`src/rtl/cv32e40x_xif_result_buffer_if.sv`:
```
// Handshake bundle between the AES32 FU, the XIF commit channel and the XIF
// result channel, as seen by cv32e40x_xif_result_buffer.
//   fu_*      : FU result push (valid/ready, id, rd, data)
//   commit_*  : XIF commit strobe with kill flag
//   result_*  : XIF result channel (valid/ready, id, rd, data, we)
//   occupancy_o : number of queued entries
// slave modport = the buffer; master modport = whatever drives it.
interface cv32e40x_xif_result_buffer_if #(
  parameter int DEPTH       = 2,
  parameter int X_ID_WIDTH  = 4,
  parameter int X_RFW_WIDTH = 32
);
  localparam int OCC_W = $clog2(DEPTH) + 1;

  logic                   fu_valid_i;
  logic                   fu_ready_o;
  logic [X_ID_WIDTH-1:0]  fu_id_i;
  logic [4:0]             fu_rd_i;
  logic [X_RFW_WIDTH-1:0] fu_data_i;

  logic                   commit_valid_i;
  logic [X_ID_WIDTH-1:0]  commit_id_i;
  logic                   commit_kill_i;

  logic                   result_valid_o;
  logic                   result_ready_i;
  logic [X_ID_WIDTH-1:0]  result_id_o;
  logic [4:0]             result_rd_o;
  logic [X_RFW_WIDTH-1:0] result_data_o;
  logic                   result_we_o;

  logic [OCC_W-1:0]       occupancy_o;

  modport slave (
    input  fu_valid_i, fu_id_i, fu_rd_i, fu_data_i,
    input  commit_valid_i, commit_id_i, commit_kill_i,
    input  result_ready_i,
    output fu_ready_o, result_valid_o, result_id_o, result_rd_o,
    output result_data_o, result_we_o, occupancy_o
  );

  modport master (
    output fu_valid_i, fu_id_i, fu_rd_i, fu_data_i,
    output commit_valid_i, commit_id_i, commit_kill_i,
    output result_ready_i,
    input  fu_ready_o, result_valid_o, result_id_o, result_rd_o,
    input  result_data_o, result_we_o, occupancy_o
  );
endinterface

```
`src/rtl/cv32e40x_xif_result_buffer.sv`:
```
// In-order result queue between the AES32 FU output and the XIF result channel.
// The FU pushes {id, rd, data} whenever there is room; a per-id scoreboard
// records commit/kill independently of result arrival. The head entry is
// emitted once committed, or silently dropped once killed.
// Ports:
//   clk_i  : clock
//   rst_n  : asynchronous active-low reset
//   xif    : slave side of cv32e40x_xif_result_buffer_if (FU push, commit
//            strobe, result channel, occupancy)
module cv32e40x_xif_result_buffer #(
  parameter int DEPTH       = 2,
  parameter int X_ID_WIDTH  = 4,
  parameter int X_RFW_WIDTH = 32
) (
  input  logic                          clk_i,
  input  logic                          rst_n,
  cv32e40x_xif_result_buffer_if.slave   xif
);
  localparam int AW  = $clog2(DEPTH);
  localparam int PW  = AW + 1;
  localparam int NID = 2**X_ID_WIDTH;

  typedef struct packed {
    logic [X_ID_WIDTH-1:0]  id;
    logic [4:0]             rd;
    logic [X_RFW_WIDTH-1:0] data;
  } entry_t;

  entry_t          mem [DEPTH];
  logic [PW-1:0]   wr_ptr, rd_ptr;
  logic [NID-1:0]  cmt, kil, cmt_nxt, kil_nxt;

  entry_t          head;
  logic            empty, full, head_cmt, head_kil;
  logic            res_vld, res_pop, drop, push, pop;

  assign empty = (wr_ptr == rd_ptr);
  assign full  = (wr_ptr[PW-1] != rd_ptr[PW-1]) &&
                 (wr_ptr[AW-1:0] == rd_ptr[AW-1:0]);

  assign head     = mem[rd_ptr[AW-1:0]];
  assign head_cmt = cmt[head.id];
  assign head_kil = kil[head.id];

  // Commit takes priority over kill at the head so a presented result can
  // never be retracted by a later strobe on the same id.
  assign res_vld = !empty && head_cmt;
  assign drop    = !empty && !head_cmt && head_kil;
  assign res_pop = res_vld && xif.result_ready_i;
  assign pop     = res_pop || drop;

  // Ready comes from registered pointers only; no path from result_ready_i.
  assign push    = xif.fu_valid_i && !full;

  always_ff @(posedge clk_i or negedge rst_n) begin
    if (!rst_n) begin
      wr_ptr <= '0;
      rd_ptr <= '0;
      for (int i = 0; i < DEPTH; i++) mem[i] <= '0;
    end else begin
      if (push) begin
        mem[wr_ptr[AW-1:0]] <= '{id: xif.fu_id_i, rd: xif.fu_rd_i, data: xif.fu_data_i};
        wr_ptr <= wr_ptr + 1'b1;
      end
      if (pop) rd_ptr <= rd_ptr + 1'b1;
    end
  end

  // Clear on pop first, then apply the incoming strobe: a new commit/kill for
  // a reused id in the same cycle survives the clear.
  always_comb begin
    cmt_nxt = cmt;
    kil_nxt = kil;
    if (res_pop) cmt_nxt[head.id] = 1'b0;
    if (drop)    kil_nxt[head.id] = 1'b0;
    if (xif.commit_valid_i) begin
      if (xif.commit_kill_i) kil_nxt[xif.commit_id_i] = 1'b1;
      else                   cmt_nxt[xif.commit_id_i] = 1'b1;
    end
  end

  always_ff @(posedge clk_i or negedge rst_n) begin
    if (!rst_n) begin
      cmt <= '0;
      kil <= '0;
    end else begin
      cmt <= cmt_nxt;
      kil <= kil_nxt;
    end
  end

  // Head fields come straight from storage; storage resets to zero so the
  // outputs read zero out of reset.
  assign xif.fu_ready_o     = !full;
  assign xif.result_valid_o = res_vld;
  assign xif.result_id_o    = head.id;
  assign xif.result_rd_o    = head.rd;
  assign xif.result_data_o  = head.data;
  assign xif.result_we_o    = 1'b1;
  assign xif.occupancy_o    = wr_ptr - rd_ptr;

endmodule

```
`src/flat_wrapper.sv`:
```
// flat-port wrapper written by rule: the top's interface ports become plain ports
module cv32e40x_xif_result_buffer_flat 
#(
  parameter int DEPTH       = 2,
  parameter int X_ID_WIDTH  = 4,
  parameter int X_RFW_WIDTH = 32
)
  (clk_i, rst_n, xif_fu_valid_i, xif_fu_id_i, xif_fu_rd_i, xif_fu_data_i, xif_commit_valid_i, xif_commit_id_i, xif_commit_kill_i, xif_result_ready_i, xif_fu_ready_o, xif_result_valid_o, xif_result_id_o, xif_result_rd_o, xif_result_data_o, xif_result_we_o, xif_occupancy_o);
  cv32e40x_xif_result_buffer_if #(.DEPTH(DEPTH), .X_ID_WIDTH(X_ID_WIDTH), .X_RFW_WIDTH(X_RFW_WIDTH)) xif_i ();
  input  logic clk_i;
  input  logic rst_n;
  input wire logic [$bits(xif_i.fu_valid_i)-1:0] xif_fu_valid_i;
  input wire logic [$bits(xif_i.fu_id_i)-1:0] xif_fu_id_i;
  input wire logic [$bits(xif_i.fu_rd_i)-1:0] xif_fu_rd_i;
  input wire logic [$bits(xif_i.fu_data_i)-1:0] xif_fu_data_i;
  input wire logic [$bits(xif_i.commit_valid_i)-1:0] xif_commit_valid_i;
  input wire logic [$bits(xif_i.commit_id_i)-1:0] xif_commit_id_i;
  input wire logic [$bits(xif_i.commit_kill_i)-1:0] xif_commit_kill_i;
  input wire logic [$bits(xif_i.result_ready_i)-1:0] xif_result_ready_i;
  output wire logic [$bits(xif_i.fu_ready_o)-1:0] xif_fu_ready_o;
  output wire logic [$bits(xif_i.result_valid_o)-1:0] xif_result_valid_o;
  output wire logic [$bits(xif_i.result_id_o)-1:0] xif_result_id_o;
  output wire logic [$bits(xif_i.result_rd_o)-1:0] xif_result_rd_o;
  output wire logic [$bits(xif_i.result_data_o)-1:0] xif_result_data_o;
  output wire logic [$bits(xif_i.result_we_o)-1:0] xif_result_we_o;
  output wire logic [$bits(xif_i.occupancy_o)-1:0] xif_occupancy_o;
  assign xif_i.fu_valid_i = xif_fu_valid_i;
  assign xif_i.fu_id_i = xif_fu_id_i;
  assign xif_i.fu_rd_i = xif_fu_rd_i;
  assign xif_i.fu_data_i = xif_fu_data_i;
  assign xif_i.commit_valid_i = xif_commit_valid_i;
  assign xif_i.commit_id_i = xif_commit_id_i;
  assign xif_i.commit_kill_i = xif_commit_kill_i;
  assign xif_i.result_ready_i = xif_result_ready_i;
  assign xif_fu_ready_o = xif_i.fu_ready_o;
  assign xif_result_valid_o = xif_i.result_valid_o;
  assign xif_result_id_o = xif_i.result_id_o;
  assign xif_result_rd_o = xif_i.result_rd_o;
  assign xif_result_data_o = xif_i.result_data_o;
  assign xif_result_we_o = xif_i.result_we_o;
  assign xif_occupancy_o = xif_i.occupancy_o;
  cv32e40x_xif_result_buffer #(.DEPTH(DEPTH), .X_ID_WIDTH(X_ID_WIDTH), .X_RFW_WIDTH(X_RFW_WIDTH)) u_core (.clk_i(clk_i), .rst_n(rst_n), .xif(xif_i));
endmodule
```
`config.mk`:
```
export PLATFORM = sky130hd
export DESIGN_NAME = cv32e40x_xif_result_buffer_flat
export DESIGN_NICKNAME = d
export VERILOG_FILES = /design/src/rtl/cv32e40x_xif_result_buffer_if.sv /design/src/rtl/cv32e40x_xif_result_buffer.sv /design/src/flat_wrapper.sv
export SDC_FILE = /design/constraint.sdc
export NUM_CORES = 1
export LEC_CHECK = 0
export ABC_AREA = 1
export BUFFER_PORTS_ARGS = -buffer_cell sky130_fd_sc_hd__buf_2
export CAP_MARGIN = 40
export CORE_MARGIN = 3
export CORE_UTILIZATION = 45
export DETAILED_ROUTE_END_ITERATION = 10
export PLACE_DENSITY = 0.66
export SLEW_MARGIN = 10
export SYNTH_ARGS = -nofsm -noshare
export SYNTH_HDL_FRONTEND = slang
export SYNTH_SLANG_ARGS = --single-unit
```
`constraint.sdc`:
```
create_clock -name clk_i -period 2.72 [get_ports clk_i]
set_input_delay 0.544 -clock clk_i [delete_from_list [all_inputs] [get_ports clk_i]]
set_output_delay 0.544 -clock clk_i [all_outputs]
set_load 0.03 [all_outputs]
```
==> impl_results.md, run 1 <==
* Antenna Violating Nets Remaining at 0
* Crit share post-route at between 90% and 100%
* EDFF count, synth at 0
* Initial antenna violation count at 1
* Final Hold Viols at 0
* DRC at 0
* Share of the synthesized area in the top cell type at between 40% and 50%
* Layout cells sized above 1 at 19.0%
* Clk root buf: clkbuf_16
* Least-Margin Pin Slew at 615 ps
* Status: finished clean
* Row count at between 40 and 50
* Peak supply drop at just under 0.8 mV
* CTS tree: yes
* Warnings from Yosys at 0
* CTS buffer count at 17
* Power, Total at roughly 11 mW
* Most common cell in the synthesized netlist: nand2_1
* Slew Viols, Final at 0
* Critical path required time at 2180 ps
* Delay-heaviest family, CP: buffers and inverters
* Netlist cell types at 32
* F_max at 0.378 GHz
* Global placement routability congestion at 0.915
* Crit path max fanout at 6
* CP Launch Type: flip-flop
* Ys flop type: dfrtp_1
* Top post-synthesis cells by area: dfrtp_1, nand2_1, o21ai_0
* Cell area power density at 1530 mW/mm^2
* Hpwl dp at 10300 um
* Final Util at 55.8%
* Syn avg cell area at between 7 and 8 um^2
* WL/cell at 13.3 um
* Yosys reg bits at 118
* Crit-path slowest cell: dfrtp_4
* Setup crit end kind: primary output
* Total Routing Usage GR at 21.2%
* Post-DR vias/cell at 4.84
* Most used cell, CP: nor2_1
* Clk buf depth at 2
* Dpl cell area at 0.00677 mm^2
* Ant diodes at 0
* Slew margin rel. at 58.8%
* Clk Latency, worst-skew pair at 420 ps
* Final Instance Area at about 0.0074 mm^2
* Drt pass-1 iters at 5
* Area grow syn2layout at 20.5%
* Post-synth top cells: nand2_1, dfrtp_1, inv_1
* Core Area at 0.0133 mm^2
* Remaining global-route overflow at 0
* Worst min-delay path category: in -> reg
* Critical path type: reg -> out
* P_leak at 4.07 nW
* Post-synthesis sequential area ratio at 48.0%
* Routed WL at approximately 15000 um
* Fin nets at 981
* Final Setup Violations at 0
* Initial core utilization at 46.3%
* Mapped cell area at 0.00615 mm^2
* Die Area at 0.0151 mm^2
* Largest net degree at the start of global routing at 50
* Die X at roughly 120 um
* Final TNS setup at 0 ps
* Fillers at 1281
* Delay of the slowest critical-path stage at 520 ps
* Clock-pin slew on the worst setup and hold paths at 50 ps
* Routed vias at ~5400
* CP Buf/Inv Count at 4
* Layout Skew at between 10 and 15 ps
* Tmin final at 2640 ps
* First-pass GRT wire length at approximately 25000 um
* Ports at 97
* CP Data Arrival Time at between 2000 and 2500 ps
* Syn nets at 886
* I/O Buffers at 95
* Iteration-0 DRC count of the detailed router at just under 500
* Die H at 123 um
* CP cell instances: clkbuf_2, buf_4, ha_1, inv_1, nor2_1, nor2_1, clkbuf_4
* Post-synthesis cell count at 834
* Maxcap violations at 0
* Flop2flop setup slack at 390 ps
* Ys async rst share at 100%
* Yosys top cell by area: dfrtp_1
* Number of global-route vias before repair at 5111
* CTS HTree Levels at 4
* Clock Sinks at 118
-- state kept, by name (all words and copies together) (netlist names) --
register       cells
u_core.rd_ptr      2
u_core.wr_ptr      2
u_core.cmt        16
u_core.kil        16
u_core.mem        82
-- through the flow --
step | hold slack, ps | std cells | setup WS, ps
3_3_place_gp | 433 | 1080 | 454
4_1_cts | 380 | 1112 | 4.31
6_report | 389 | 1117 | 76.8
5_1_grt | 407 | 1117 | -12.3
2_1_floorplan | 248 | 834 | 290
3_5_place_dp | 432 | 1080 | 415
-- power breakdown --
group | total [mW] | internal (mW) | switching, mW
clock | 2.18 | 1.41 | 0.762
combinational | 6.10 | 1.80 | 4.30
sequential | 3.04 | 2.58 | 0.457
-- worst register-to-register path, delay by kind of cell, from the launching register on --
family / cells / cell delay (ps)
adder cells (fa/ha/maj): 1 / 280
buffers and inverters: 5 / 770
flip-flops: 1 / 520
AND/OR/NAND/NOR: 6 / 680
-- final cells by class --
cell class	instances	area [um^2]	share of cell area, %
inverters	98	370	5.00
multi-input cells	578	2640	35.6
well taps	176	220	2.97
flip-flops and latches	118	2960	39.9
repair buffers	116	651	8.78
clock buffers	24	482	6.50
clock inverters	7	96.3	1.30
-- metal layers --
layer / routed length, um / GRT usage, % / vias to the layer above
met3: 873 / 4.94 / 25
met2: 6810 / 32.3 / 166
met1: 6940 / 29.6 / 2442
li1: - / - / 2775
met4: 272 / 7.98 / 2
met5: 11 / 0 / -
-- worst paths after layout --
check | startpoint | to | depth (start not counted)
setup reg to reg | u_core.rd_ptr[0]$_DFFE_PN0P_ | u_core.kil[3]$_DFF_PN0_ | 12
hold reg to reg | u_core.kil[6]$_DFF_PN0_ | u_core.kil[6]$_DFF_PN0_ | 2
min in group asynchronous | rst_n | u_core.mem[2]$_DFFE_PN0P_ | 2
setup / recovery | u_core.rd_ptr[0]$_DFFE_PN0P_ | xif_result_valid_o | 7
hold / removal | xif_fu_data_i[4] | u_core.mem[45]$_DFFE_PN0P_ | 3
max in group asynchronous | rst_n | u_core.mem[15]$_DFFE_PN0P_ | 3
-- timing repair --
action | in CTS | in global routing
setup endpoints to repair | 1 | 1
setup buffers | 0 | 5
hold buffers | 1 | 0
hold endpoints to repair | 13 | 0
pin swaps | 0 | 1
resized for setup | 2 | 4
-- logic make-up (layout without fill, tap and decap cells) --
group / count (synthesis) / in the layout / share of synthesized area (%)
buf+inv: 138 / 245 / 9.50
simple gates: 486 / 486 / 34.6
fa+ha+maj: 1 / 1 / 0.203
compound gates: 86 / 86 / 7.06
flops: 118 / 118 / 48.0
xor+xnor: 4 / 4 / 0.570
other cells: 1 / 1 / 0.0610
-- layout by cell type (no fill, tap or decap), drive strengths merged --
master       instances
nand2              348
dfrtp              118
buf                113
inv                 97
o21ai               86
nand3               69
nor2                49
clkbuf              26
nand4               16
xor2                 3
clkinvlp             3
clkinv               3
nor3                 2
bufinv               2
xnor2                1
or2                  1
nand3b               1
ha                   1
conb                 1
dlygate4sd3          1
No activity file was read; power rests on OpenSTA's default activity.
==> run 2, diff against run 1 <==
PLACE_DENSITY = default   (was 0.66)
PLACE_DENSITY_LB_ADDON = 0.15   (was default)
==> run 2 against run 1 <==
Clock-buffer cell count is 2 lower; clock power is 6% lower; design area is 0.12% higher.
==> impl_results.md, run 2 (synthesis results as in run 1) <==
* Slew Viols, Final at 0
* Slew margin rel. at between 50% and 60%
* Delay of the slowest critical-path stage at roughly 470 ps
* Internal at 5.73 mW
* First-pass GRT wire length at 26200 um
* Biggest regs: u_core.mem: 82 flops, u_core.cmt: 16 flops, u_core.kil: 16 flops
* Reg-to-reg critical path endpoint: u_core.kil[4]$_DFF_PN0_
* Status: finished clean
* Logic gate share of total power at a little under three fifths
* I/O Buffers at 95
* Fin nets at 979
* Setup crit end kind: primary output
* Global placement routability congestion at 0.890
* Routed WL at 15600 um
* F_max at 0.385 GHz
* Post-DR vias/cell at 4.91
* Routed vias at 5470
* CTS buffer count at 17
* DRC at 0
* Sw Share at between 40 and 50%
* Total Routing Usage GR at 22.2%
* Clock Sinks at 118
* Layout cells sized above 1 at 19.2%
* Die X at around 120 um
* Least-Margin Pin Slew at 731 ps
* Area grow syn2layout at 20.6%
* Clock power frac at 18.0%
* Ports at 97
* Top reg by flops: u_core.mem
* Final WS setup at between 100 and 150 ps
* Crit share post-route at 95.5%
* Crit path max fanout at 11
* Clk buf depth at 2
* CTS HTree Levels at 4
* Drt pass-1 iters at 5
* P_sw at 5.61 mW
* Initial core utilization at between 40 and 50%
* Remaining global-route overflow at 0
* Fin cells at between 1000 and 1500
* WL/cell at 14.0 um
* Most frequent cells in the layout: nand2_1, dfrtp_1, buf_2
* Final Hold Viols at 0
* P_leak at 4.05 nW
* Cell area power density at 1530 mW/mm^2
* Place WS at 334 ps
* Worst r2r src: u_core.rd_ptr[0]$_DFFE_PN0P_
* Cell Count Post-Placement at roughly 1100
* Critical path type: reg -> out
* Ant diodes at 0
* Row count at 42
* Dpl cell area at 0.00680 mm^2
* Initial antenna violation count at 0
* Hpwl dp at 10600 um
* Core Area at 0.0133 mm^2
* Maxcap violations at 0
* Clk root buf: clkbuf_16
* Number of global-route vias before repair at 5413
* Worst reg2reg path depth at 12
* Die H at 123 um
* Worst min-delay path category: in -> async
* Hold Slack at ~120 ps
* Peak supply drop at around 0.81 mV
* Tmin final at 2600 ps
* Final Setup Violations at 0
* Critical path required time at 2180 ps
* CP Launch Type: flip-flop
* Largest net degree at the start of global routing at between 80 and 90
* Crit-path slowest cell: dfrtp_2
* Clock-pin slew on the worst setup and hold paths at 60 ps
* CP Data Arrival Time at 2050 ps
* CTS tree: yes
* Flop2flop setup slack at 330 ps
* Iteration-0 DRC count of the detailed router at 382
* Sequential share of power at a little over a quarter
* Commonest non-fill, non-tap cell in the layout: nand2_1
* Die Area at around 0.015 mm^2
* Clk Latency, worst-skew pair at slightly above 400 ps
* Largest register FFs at 82
* Layout Skew at approximately 8.4 ps
* Setup crit start: u_core.rd_ptr[0]$_DFFE_PN0P_
* Final Instance Area at 0.00742 mm^2
* CP cell instances: buf_12, o21ai_2, buf_4, nand2_1, nand2_1, nand2_2, nand2_4, inv_2, nand2_4, nor2_2, buf_6
* Antenna Violating Nets Remaining at 0
run 2: cell types whose count changed in the layout (fill, tap and decap cells not counted), moves of 2 or more:
cell,previous run,this run
buf_12,1,4
buf_4,19,16
nand2_1,336,334
clkbuf_8,3,1
nand2_2,5,7
run 2: layout make-up:
| type | count | area [um^2] |
|---|---|---|
| tap | 176 | 220 |
| sequential | 118 | 2950 |
| clock inverter | 8 | 78.8 |
| fill | 1321 | 5870 |
| timing repair buffer | 114 | 677 |
| multi-input combinational | 578 | 2660 |
| clock buffer | 22 | 454 |
| inverter | 98 | 380 |
run 2: power groups by stage:
stage	Combinational, mW	Clock [mW]	Sequential, mW
after CTS	6.21	2.08	3.02
after global routing	6.98	2.16	3.14
final	6.26	2.04	3.04
after detailed placement	6.10	0	3.05
after floorplan	4.73	0	2.92
after global placement	6.07	0	3.03
run 2: how the worst max path moves through the flow:
stage                    endpoint  cells past startpoint
2_1_floorplan  xif_result_valid_o                     12
3_3_place_gp   xif_result_valid_o                     13
3_5_place_dp   xif_result_valid_o                     13
4_1_cts        xif_result_valid_o                     13
5_1_grt        xif_result_valid_o                     13
6_report       xif_result_valid_o                     11
run 2: layer usage:
layer,part of all wire [%],vias to the layer above,track usage (%),wire [um]
li1,-,2769,-,-
met5,0,-,0,0
met2,46,165,34.2,7150
met1,45,2504,29.8,7110
met4,2.4,0,9.38,378
met3,6.4,32,5.72,1000
run 2: critical path, delay by kind of cell, from the launching register on:
| family | cells | cell delay (ps) |
|---|---|---|
| flops | 1 | 470 |
| buf+inv | 4 | 580 |
| compound gates | 1 | 170 |
| simple gates | 6 | 420 |
run 2: what timing repair did:
item	CTS	global route
pin swaps	0	0
gates resized for setup	2	11
buffers inserted	2	1
hold buffers	0	0
endpoints found under the setup margin	1	1
run 2: stage by stage:
| stage | power (mW) | util (%) | setup TNS (ps) |
|---|---|---|---|
| global placement | 9.10 | 51.1 | 0 |
| detailed placement | 9.15 | 51.1 | 0 |
| finish | 11.3 | 55.8 | 0 |
| CTS | 11.3 | 55.4 | 0 |
| floorplan | 7.65 | - | 0 |
| global route | 12.3 | 55.8 | -14.3 |
